<file path="src/rtl/audio_i2s_pkg.sv">
// Shared constants, FSM state type and slot helper for the I2S transmitter.
package audio_i2s_pkg;

  localparam int FRAME_SLOTS   = 32;
  localparam int SLOT_W        = 5;
  localparam int SAMPLE_W      = 16;
  localparam int LR_START_SLOT = 15;
  localparam int LR_END_SLOT   = 30;

  typedef enum logic [1:0] {
    IDLE  = 2'd0,
    START = 2'd1,
    RUN   = 2'd2
  } i2s_state_e;

  // Word select for a slot. It goes high one slot before the right-channel
  // MSB and drops one slot before the left-channel MSB of the next frame.
  function automatic logic lr_for_slot(input logic [SLOT_W-1:0] slot);
    return (slot >= SLOT_W'(LR_START_SLOT)) && (slot <= SLOT_W'(LR_END_SLOT));
  endfunction

endpackage

</file>
<file path="src/rtl/audio_i2s_tx_fifo.sv">
// audio_sample_fifo: small synchronous FIFO for {left,right} sample pairs.
// Ports:
//   clk, reset    clock, asynchronous active-high reset
//   push, wdata   write strobe and data; ignored while full unless a pop
//                 happens in the same clk
//   pop, rdata    read strobe (ignored while empty), head-of-queue data
//   empty, full   occupancy flags derived from the registered level
//   level         registered occupancy 0..DEPTH
module audio_sample_fifo #(
  parameter int DEPTH = 4,
  parameter int WIDTH = 32
) (
  input  logic                     clk,
  input  logic                     reset,
  input  logic                     push,
  input  logic [WIDTH-1:0]         wdata,
  input  logic                     pop,
  output logic [WIDTH-1:0]         rdata,
  output logic                     empty,
  output logic                     full,
  output logic [$clog2(DEPTH):0]   level
);

  localparam int PTR_W = $clog2(DEPTH);

  logic [WIDTH-1:0] mem_q [DEPTH];
  logic [WIDTH-1:0] mem_d [DEPTH];
  logic [PTR_W-1:0] wr_ptr_q, wr_ptr_d;
  logic [PTR_W-1:0] rd_ptr_q, rd_ptr_d;
  logic [PTR_W:0]   level_q, level_d;
  logic             do_push, do_pop;

  assign empty   = (level_q == '0);
  assign full    = (level_q == (PTR_W+1)'(DEPTH));
  // No bypass: a pop on an empty FIFO does nothing even if a push arrives
  // in the same clk. A pop on a full FIFO frees room for a same-clk push.
  assign do_pop  = pop && !empty;
  assign do_push = push && (!full || do_pop);
  assign rdata   = mem_q[rd_ptr_q];
  assign level   = level_q;

  always_comb begin
    mem_d    = mem_q;
    wr_ptr_d = wr_ptr_q;
    rd_ptr_d = rd_ptr_q;
    level_d  = level_q;
    if (do_push) begin
      mem_d[wr_ptr_q] = wdata;
      wr_ptr_d        = wr_ptr_q + 1'b1;
    end
    if (do_pop) begin
      rd_ptr_d = rd_ptr_q + 1'b1;
    end
    case ({do_push, do_pop})
      2'b10:   level_d = level_q + 1'b1;
      2'b01:   level_d = level_q - 1'b1;
      default: level_d = level_q;
    endcase
  end

  always_ff @(posedge clk or posedge reset) begin
    if (reset) begin
      for (int i = 0; i < DEPTH; i++) begin
        mem_q[i] <= '0;
      end
      wr_ptr_q <= '0;
      rd_ptr_q <= '0;
      level_q  <= '0;
    end else begin
      mem_q    <= mem_d;
      wr_ptr_q <= wr_ptr_d;
      rd_ptr_q <= rd_ptr_d;
      level_q  <= level_d;
    end
  end

endmodule

</file>
<file path="src/rtl/audio_i2s_tx.sv">
// audio_i2s_tx: buffers stereo 16-bit samples and serializes them as I2S.
// Ports:
//   clk, reset          clock, asynchronous active-high reset
//   sample_ce           push strobe for {in_l,in_r}
//   in_l, in_r          signed left/right samples
//   enable              run serializer; dropping it stops at end of frame
//   mute                transmit zeros while still draining the FIFO
//   i2s_bclk/lrclk/data I2S bit clock, word select (0 = left), data MSB first
//   underrun            1-clk pulse when a frame load finds the FIFO empty
//   overrun             1-clk pulse when a push is dropped on a full FIFO
//   fifo_level          registered FIFO occupancy
//
// state | meaning
// IDLE  | serializer stopped, bclk/lrclk/data/divider held at 0
// START | one clk: load first frame, slot 0
// RUN   | divider running; bclk falls advance slots, slot 31 end reloads
module audio_i2s_tx
  import audio_i2s_pkg::*;
#(
  parameter int CLK_DIV    = 8,
  parameter int FIFO_DEPTH = 4
) (
  input  logic                          clk,
  input  logic                          reset,
  input  logic                          sample_ce,
  input  logic [SAMPLE_W-1:0]           in_l,
  input  logic [SAMPLE_W-1:0]           in_r,
  input  logic                          enable,
  input  logic                          mute,
  output logic                          i2s_bclk,
  output logic                          i2s_lrclk,
  output logic                          i2s_data,
  output logic                          underrun,
  output logic                          overrun,
  output logic [$clog2(FIFO_DEPTH):0]   fifo_level
);

  localparam int DIV_W = $clog2(CLK_DIV);
  localparam logic [DIV_W-1:0] DIV_MAX = DIV_W'(CLK_DIV - 1);

  i2s_state_e              state_q, state_d;
  logic [DIV_W-1:0]        div_q, div_d;
  logic [SLOT_W-1:0]       slot_q, slot_d;
  logic [2*SAMPLE_W-1:0]   shift_q, shift_d;
  logic                    bclk_q, bclk_d;
  logic                    lrclk_q, lrclk_d;
  logic                    data_q, data_d;
  logic                    underrun_q, underrun_d;
  logic                    overrun_q, overrun_d;

  logic                    fifo_pop;
  logic                    fifo_empty;
  logic                    fifo_full;
  logic [2*SAMPLE_W-1:0]   fifo_rdata;
  logic [2*SAMPLE_W-1:0]   load_word;
  logic [SLOT_W-1:0]       next_slot;
  logic                    frame_load;

  audio_sample_fifo #(
    .DEPTH (FIFO_DEPTH),
    .WIDTH (2*SAMPLE_W)
  ) u_fifo (
    .clk   (clk),
    .reset (reset),
    .push  (sample_ce),
    .wdata ({in_l, in_r}),
    .pop   (fifo_pop),
    .rdata (fifo_rdata),
    .empty (fifo_empty),
    .full  (fifo_full),
    .level (fifo_level)
  );

  always_comb begin
    state_d    = state_q;
    div_d      = div_q;
    slot_d     = slot_q;
    shift_d    = shift_q;
    bclk_d     = bclk_q;
    lrclk_d    = lrclk_q;
    data_d     = data_q;
    underrun_d = 1'b0;
    fifo_pop   = 1'b0;
    frame_load = 1'b0;
    load_word  = (fifo_empty || mute) ? '0 : fifo_rdata;
    next_slot  = slot_q + 1'b1;

    case (state_q)
      IDLE: begin
        div_d   = '0;
        bclk_d  = 1'b0;
        lrclk_d = 1'b0;
        data_d  = 1'b0;
        slot_d  = '0;
        if (enable) begin
          state_d = START;
        end
      end
      START: begin
        div_d      = '0;
        bclk_d     = 1'b0;
        frame_load = 1'b1;
        state_d    = RUN;
      end
      RUN: begin
        if (div_q == DIV_MAX) begin
          div_d  = '0;
          bclk_d = ~bclk_q;
          // A falling bclk ends the current slot.
          if (bclk_q) begin
            if (slot_q == SLOT_W'(FRAME_SLOTS - 1)) begin
              if (!enable) begin
                state_d = IDLE;
                lrclk_d = 1'b0;
                data_d  = 1'b0;
                slot_d  = '0;
              end else begin
                frame_load = 1'b1;
              end
            end else begin
              slot_d  = next_slot;
              shift_d = {shift_q[2*SAMPLE_W-2:0], 1'b0};
              data_d  = shift_q[2*SAMPLE_W-2];
              lrclk_d = lr_for_slot(next_slot);
            end
          end
        end else begin
          div_d = div_q + 1'b1;
        end
      end
      default: state_d = IDLE;
    endcase

    // The MSB is driven in the same clk as the load so slot 0 carries it.
    if (frame_load) begin
      fifo_pop   = 1'b1;
      underrun_d = fifo_empty;
      shift_d    = load_word;
      data_d     = load_word[2*SAMPLE_W-1];
      slot_d     = '0;
      lrclk_d    = lr_for_slot('0);
    end

    // A full FIFO is never empty, so a frame load always frees a slot here.
    overrun_d = sample_ce && fifo_full && !fifo_pop;
  end

  always_ff @(posedge clk or posedge reset) begin
    if (reset) begin
      state_q    <= IDLE;
      div_q      <= '0;
      slot_q     <= '0;
      shift_q    <= '0;
      bclk_q     <= 1'b0;
      lrclk_q    <= 1'b0;
      data_q     <= 1'b0;
      underrun_q <= 1'b0;
      overrun_q  <= 1'b0;
    end else begin
      state_q    <= state_d;
      div_q      <= div_d;
      slot_q     <= slot_d;
      shift_q    <= shift_d;
      bclk_q     <= bclk_d;
      lrclk_q    <= lrclk_d;
      data_q     <= data_d;
      underrun_q <= underrun_d;
      overrun_q  <= overrun_d;
    end
  end

  assign i2s_bclk  = bclk_q;
  assign i2s_lrclk = lrclk_q;
  assign i2s_data  = data_q;
  assign underrun  = underrun_q;
  assign overrun   = overrun_q;

endmodule

</file>
<file path="config.mk">
export PLATFORM = sky130hd
export DESIGN_NAME = audio_i2s_tx
export DESIGN_NICKNAME = d
export VERILOG_FILES = /design/src/rtl/audio_i2s_pkg.sv /design/src/rtl/audio_i2s_tx_fifo.sv /design/src/rtl/audio_i2s_tx.sv
export SDC_FILE = /design/constraint.sdc
export NUM_CORES = 1
export LEC_CHECK = 0
export CAP_MARGIN = 20
export CELL_PAD_IN_SITES_DETAIL_PLACEMENT = 1
export CELL_PAD_IN_SITES_GLOBAL_PLACEMENT = 2
export CORE_ASPECT_RATIO = 1.1
export CORE_MARGIN = 2
export CORE_UTILIZATION = 40
export CTS_CLUSTER_SIZE = 16
export DETAILED_ROUTE_END_ITERATION = 8
export GPL_TIMING_DRIVEN = 0
export HOLD_SLACK_MARGIN = 0.15
export PLACE_DENSITY = 0.78
export RECOVER_POWER = 50
export SETUP_SLACK_MARGIN = 0.2
export SLEW_MARGIN = 15
export SYNTH_ARGS = -nofsm -noshare
export SYNTH_HDL_FRONTEND = slang
export SYNTH_SLANG_ARGS = --single-unit
</file>
<file path="constraint.sdc">
create_clock -name clk -period 11.18 [get_ports clk]
set_input_delay 2.236 -clock clk [delete_from_list [all_inputs] [get_ports clk]]
set_output_delay 2.236 -clock clk [all_outputs]
set_load 0.1 [all_outputs]
</file>
==> impl_metrics.env <==
export IMPL_internal_power_mw=1.89
export IMPL_cts_inserted_buffers=17
export IMPL_cts_setup_buffers=0
export IMPL_r2r_cells=13
export IMPL_place_congestion=0.739
export IMPL_synthArstFlopShare_pct=100
export IMPL_p_clk_share_pct=20.3
export IMPL_syn_nets=638
export IMPL_power_frac_seq_pct=39.8
export IMPL_seq_area_frac_synth_pct=54.0
export IMPL_fin_skew_ns=0.0152
export IMPL_hold_viol=0
export IMPL_dp_hpwl_um=13300
export IMPL_ir_drop_mv=0.142
export IMPL_slew_violations=89
export IMPL_cts_tree="built"
export IMPL_cts_resized=0
export IMPL_core_area_mm2=0.0206
export IMPL_status="finished, violations left"
export IMPL_areaGrowthSynthToFinish_pct=16.0
export IMPL_period_share_pct=46.8
export IMPL_setup_viol=0
export IMPL_synthFlopType="dfrtp_1"
export IMPL_rsz0062_at_grt="false"
export IMPL_die_area_mm2=0.0222
export IMPL_grt_util_all_layers_pct=18.7
export IMPL_end_kind="asynchronous set/reset pin"
export IMPL_period_minus_slack_ns=5.23
export IMPL_synth_edf_count=0
export IMPL_drt_pass1_iterations=4
export IMPL_synth_seq_cells=181
export IMPL_io_pins=45
export IMPL_worst_slew_pin_transition_ns=4.01
export IMPL_cts_buffer_depth=2
export IMPL_drcViolationCount=0
export IMPL_drive_above_1_share_pct=33.4
export IMPL_cp_depth=2
export IMPL_crit_chain="dlygate4sd3_1 -> clkinvlp_2"
export IMPL_diodes=0
export IMPL_clock_latency_ns=0.43
export IMPL_grt_ovfl_total=0
export IMPL_start_util_pct=40.8
export IMPL_finalSetupTns_ns=0
export IMPL_timing_hold_ws_ns=0.484
export IMPL_grt_pass1_wl_um=31900
export IMPL_drt_total_wl_um=19100
export IMPL_top_usage_layer="met2"
export IMPL_rows=55
export IMPL_pwr_share_comb_pct=39.9
export IMPL_worstPathRequired_ns=11.03
export IMPL_cp_data_arrival_time_ns=5.09
export IMPL_clk_pin_slew_ns=0.07
export IMPL_cp_slowest_stage_delay_ns=2.26
export IMPL_grt_max_degree=94
export IMPL_avgSynthCellArea_um2=14.3
export IMPL_die_w_um=142
export IMPL_htree_num_levels=4
export IMPL_worstSetupPathType="in2async"
export IMPL_grt_pass1_vias=5769
export IMPL_synthesis_area_mm2=0.00839
export IMPL_cts_hold_buffers=0
export IMPL_antenna_found_initial=0
export IMPL_die_h_um=156
export IMPL_grt_use_met1_pct=23.4
export IMPL_drt_iter0_drc=219
export IMPL_ant_nets=0
export IMPL_wl_per_cell_um=20.8
export IMPL_p_leak_nw=4.13
export IMPL_path_delay_family="buffers and inverters"
export IMPL_hold_path_cell_count=1
export IMPL_crit_fanout=89
export IMPL_drv_cap=1
export IMPL_clockRootBuffer="clkbuf_16"
export IMPL_portBuffers=44
export IMPL_routed_via_count=5073
export IMPL_synth_distinct_cells=45
export IMPL_netSwitchingPower_mw=0.989
export IMPL_violations="max-capacitance violations, max-slew violations"
export IMPL_yosysWarnings=0
export IMPL_vias_per_cell=5.53
export IMPL_fmax_mhz=191
export IMPL_clock_sinks=181
export IMPL_hp_class="reg2reg"
export IMPL_p_per_area_mw_per_mm2=296
export IMPL_use_met3_pct=3.07
export IMPL_use_met2_pct=33.8
export IMPL_cp_slowest_cell="clkinvlp_2"
export IMPL_syn_inst=585
export IMPL_layout_nets=702
export IMPL_crit_buf_inv=2
export IMPL_slew_headroom_pct=-169
export IMPL_critPathLaunchType="input pin"
export IMPL_swShare_pct=34.3
-- state kept, by name, indices dropped and copies added (netlist names) --
| signal | flops |
|---|---|
| slot_q | 5 |
| shift_q | 31 |
| u_fifo.level | 3 |
| i2s_data | 1 |
| i2s_lrclk | 1 |
| div_q | 3 |
| overrun | 1 |
| u_fifo.rd_ptr_q | 2 |
| state_q | 2 |
| u_fifo.wr_ptr_q | 2 |
| underrun | 1 |
| i2s_bclk | 1 |
| u_fifo.mem_q | 128 |
-- final timing paths --
kind | start | endpoint | slack, ns
setup / recovery | reset | u_fifo.mem_q[89] | 5.95
min in group asynchronous | reset | u_fifo.mem_q[71] | 3.48
setup reg to reg | slot_q[0] | u_fifo.level[2] | 7.73
hold / removal | u_fifo.mem_q[21] | u_fifo.mem_q[21] | 0.48
hold reg to reg | u_fifo.mem_q[21] | u_fifo.mem_q[21] | 0.48
max in group clk | enable | u_fifo.level[2] | 6.51
-- final cells by class --
type / instances / area [µm²]
buffer: 36 / 256
clock buffer: 18 / 429
clock inverter: 14 / 139
fill: 2037 / 10800
inverter: 10 / 38.8
multi-input combinational: 358 / 3560
sequential: 181 / 4530
tap: 256 / 320
timing repair buffer: 45 / 468
-- metal layers --
layer,up-vias,routed length [µm]
met5,-,0
met3,10,411
met1,2726,8330
li1,2278,-
met2,59,10200
met4,0,154
-- power by group through the flow --
| stage | logic [mW] | clock network [mW] | registers, mW |
|---|---|---|---|
| 6_report | 1.15 | 0.585 | 1.15 |
| 5_1_grt | 1.26 | 0.627 | 1.19 |
| 4_1_cts | 1.18 | 0.600 | 1.15 |
| 3_5_place_dp | 1.17 | 0 | 1.16 |
| 3_3_place_gp | 1.13 | 0 | 1.12 |
| 2_1_floorplan | 0.847 | 0 | 1.16 |
-- synth_stat cells (2+ instances only) --
library cell  instances  area (µm²)
dfrtp_1             181        4530
mux2_2              122        1370
o21ai_0              38         190
nand3_1              33         165
mux4_2               32         721
nand2_1              17        63.8
a2bb2oi_1            15         131
ha_1                 15         188
mux2i_1              15         150
buf_2                11        55.1
clkbuf_1             11        41.3
inv_1                10        37.5
nor2_1                9        33.8
mux2_1                8        90.1
a21oi_1               6        30.0
buf_6                 6        67.6
clkbuf_8              6        82.6
nor3b_1               5        37.5
nor2_4                4        45.0
nor2b_1               4        25.0
xor2_1                4        35.0
and3_1                3        18.8
xnor2_1               3        26.3
a21o_1                2        15.0
a31o_2                2        17.5
and2_1                2        12.5
and3b_1               2        17.5
nand4b_1              2        17.5
-- cell usage in the layout, fill, tap and decap left out, types with 13 or more instances in the layout --
cell type / instances
dfrtp_1: 181
clkbuf_1: 13
mux2i_1: 15
clkdlybuf4s50_1: 42
nand2_1: 17
ha_1: 15
a2bb2oi_1: 15
clkbuf_16: 17
mux2_2: 122
nand3_1: 33
mux4_2: 32
o21ai_0: 38
-- logic make-up (layout without fill, tap and decap cells) --
logic type / count (synthesis) / after routing / synth area share, %
adder cells (fa/ha/maj): 16 / 16 / 2.48
XOR/XNOR: 7 / 7 / 0.731
AND/OR/NAND/NOR: 86 / 86 / 5.73
buffers and inverters: 46 / 123 / 3.52
AO/OA/AOI/OAI: 72 / 72 / 5.76
flip-flops: 181 / 181 / 54.0
multiplexers: 177 / 177 / 27.8
-- through the flow --
step / utilization (%) / area, µm² / std cells / total power, mW / worst slack (ns)
4_1_cts: 47.4 / 9760 / 918 / 2.93 / 6.56
3_3_place_gp: 44.5 / 9150 / 885 / 2.25 / 1.91
3_5_place_dp: 44.7 / 9190 / 886 / 2.33 / 6.12
2_1_floorplan: - / 8390 / 585 / 2.00 / 4.03
5_1_grt: 47.3 / 9740 / 918 / 3.08 / 5.30
6_report: 47.3 / 9740 / 918 / 2.88 / 5.95
No activity file was read; power rests on OpenSTA's default activity.
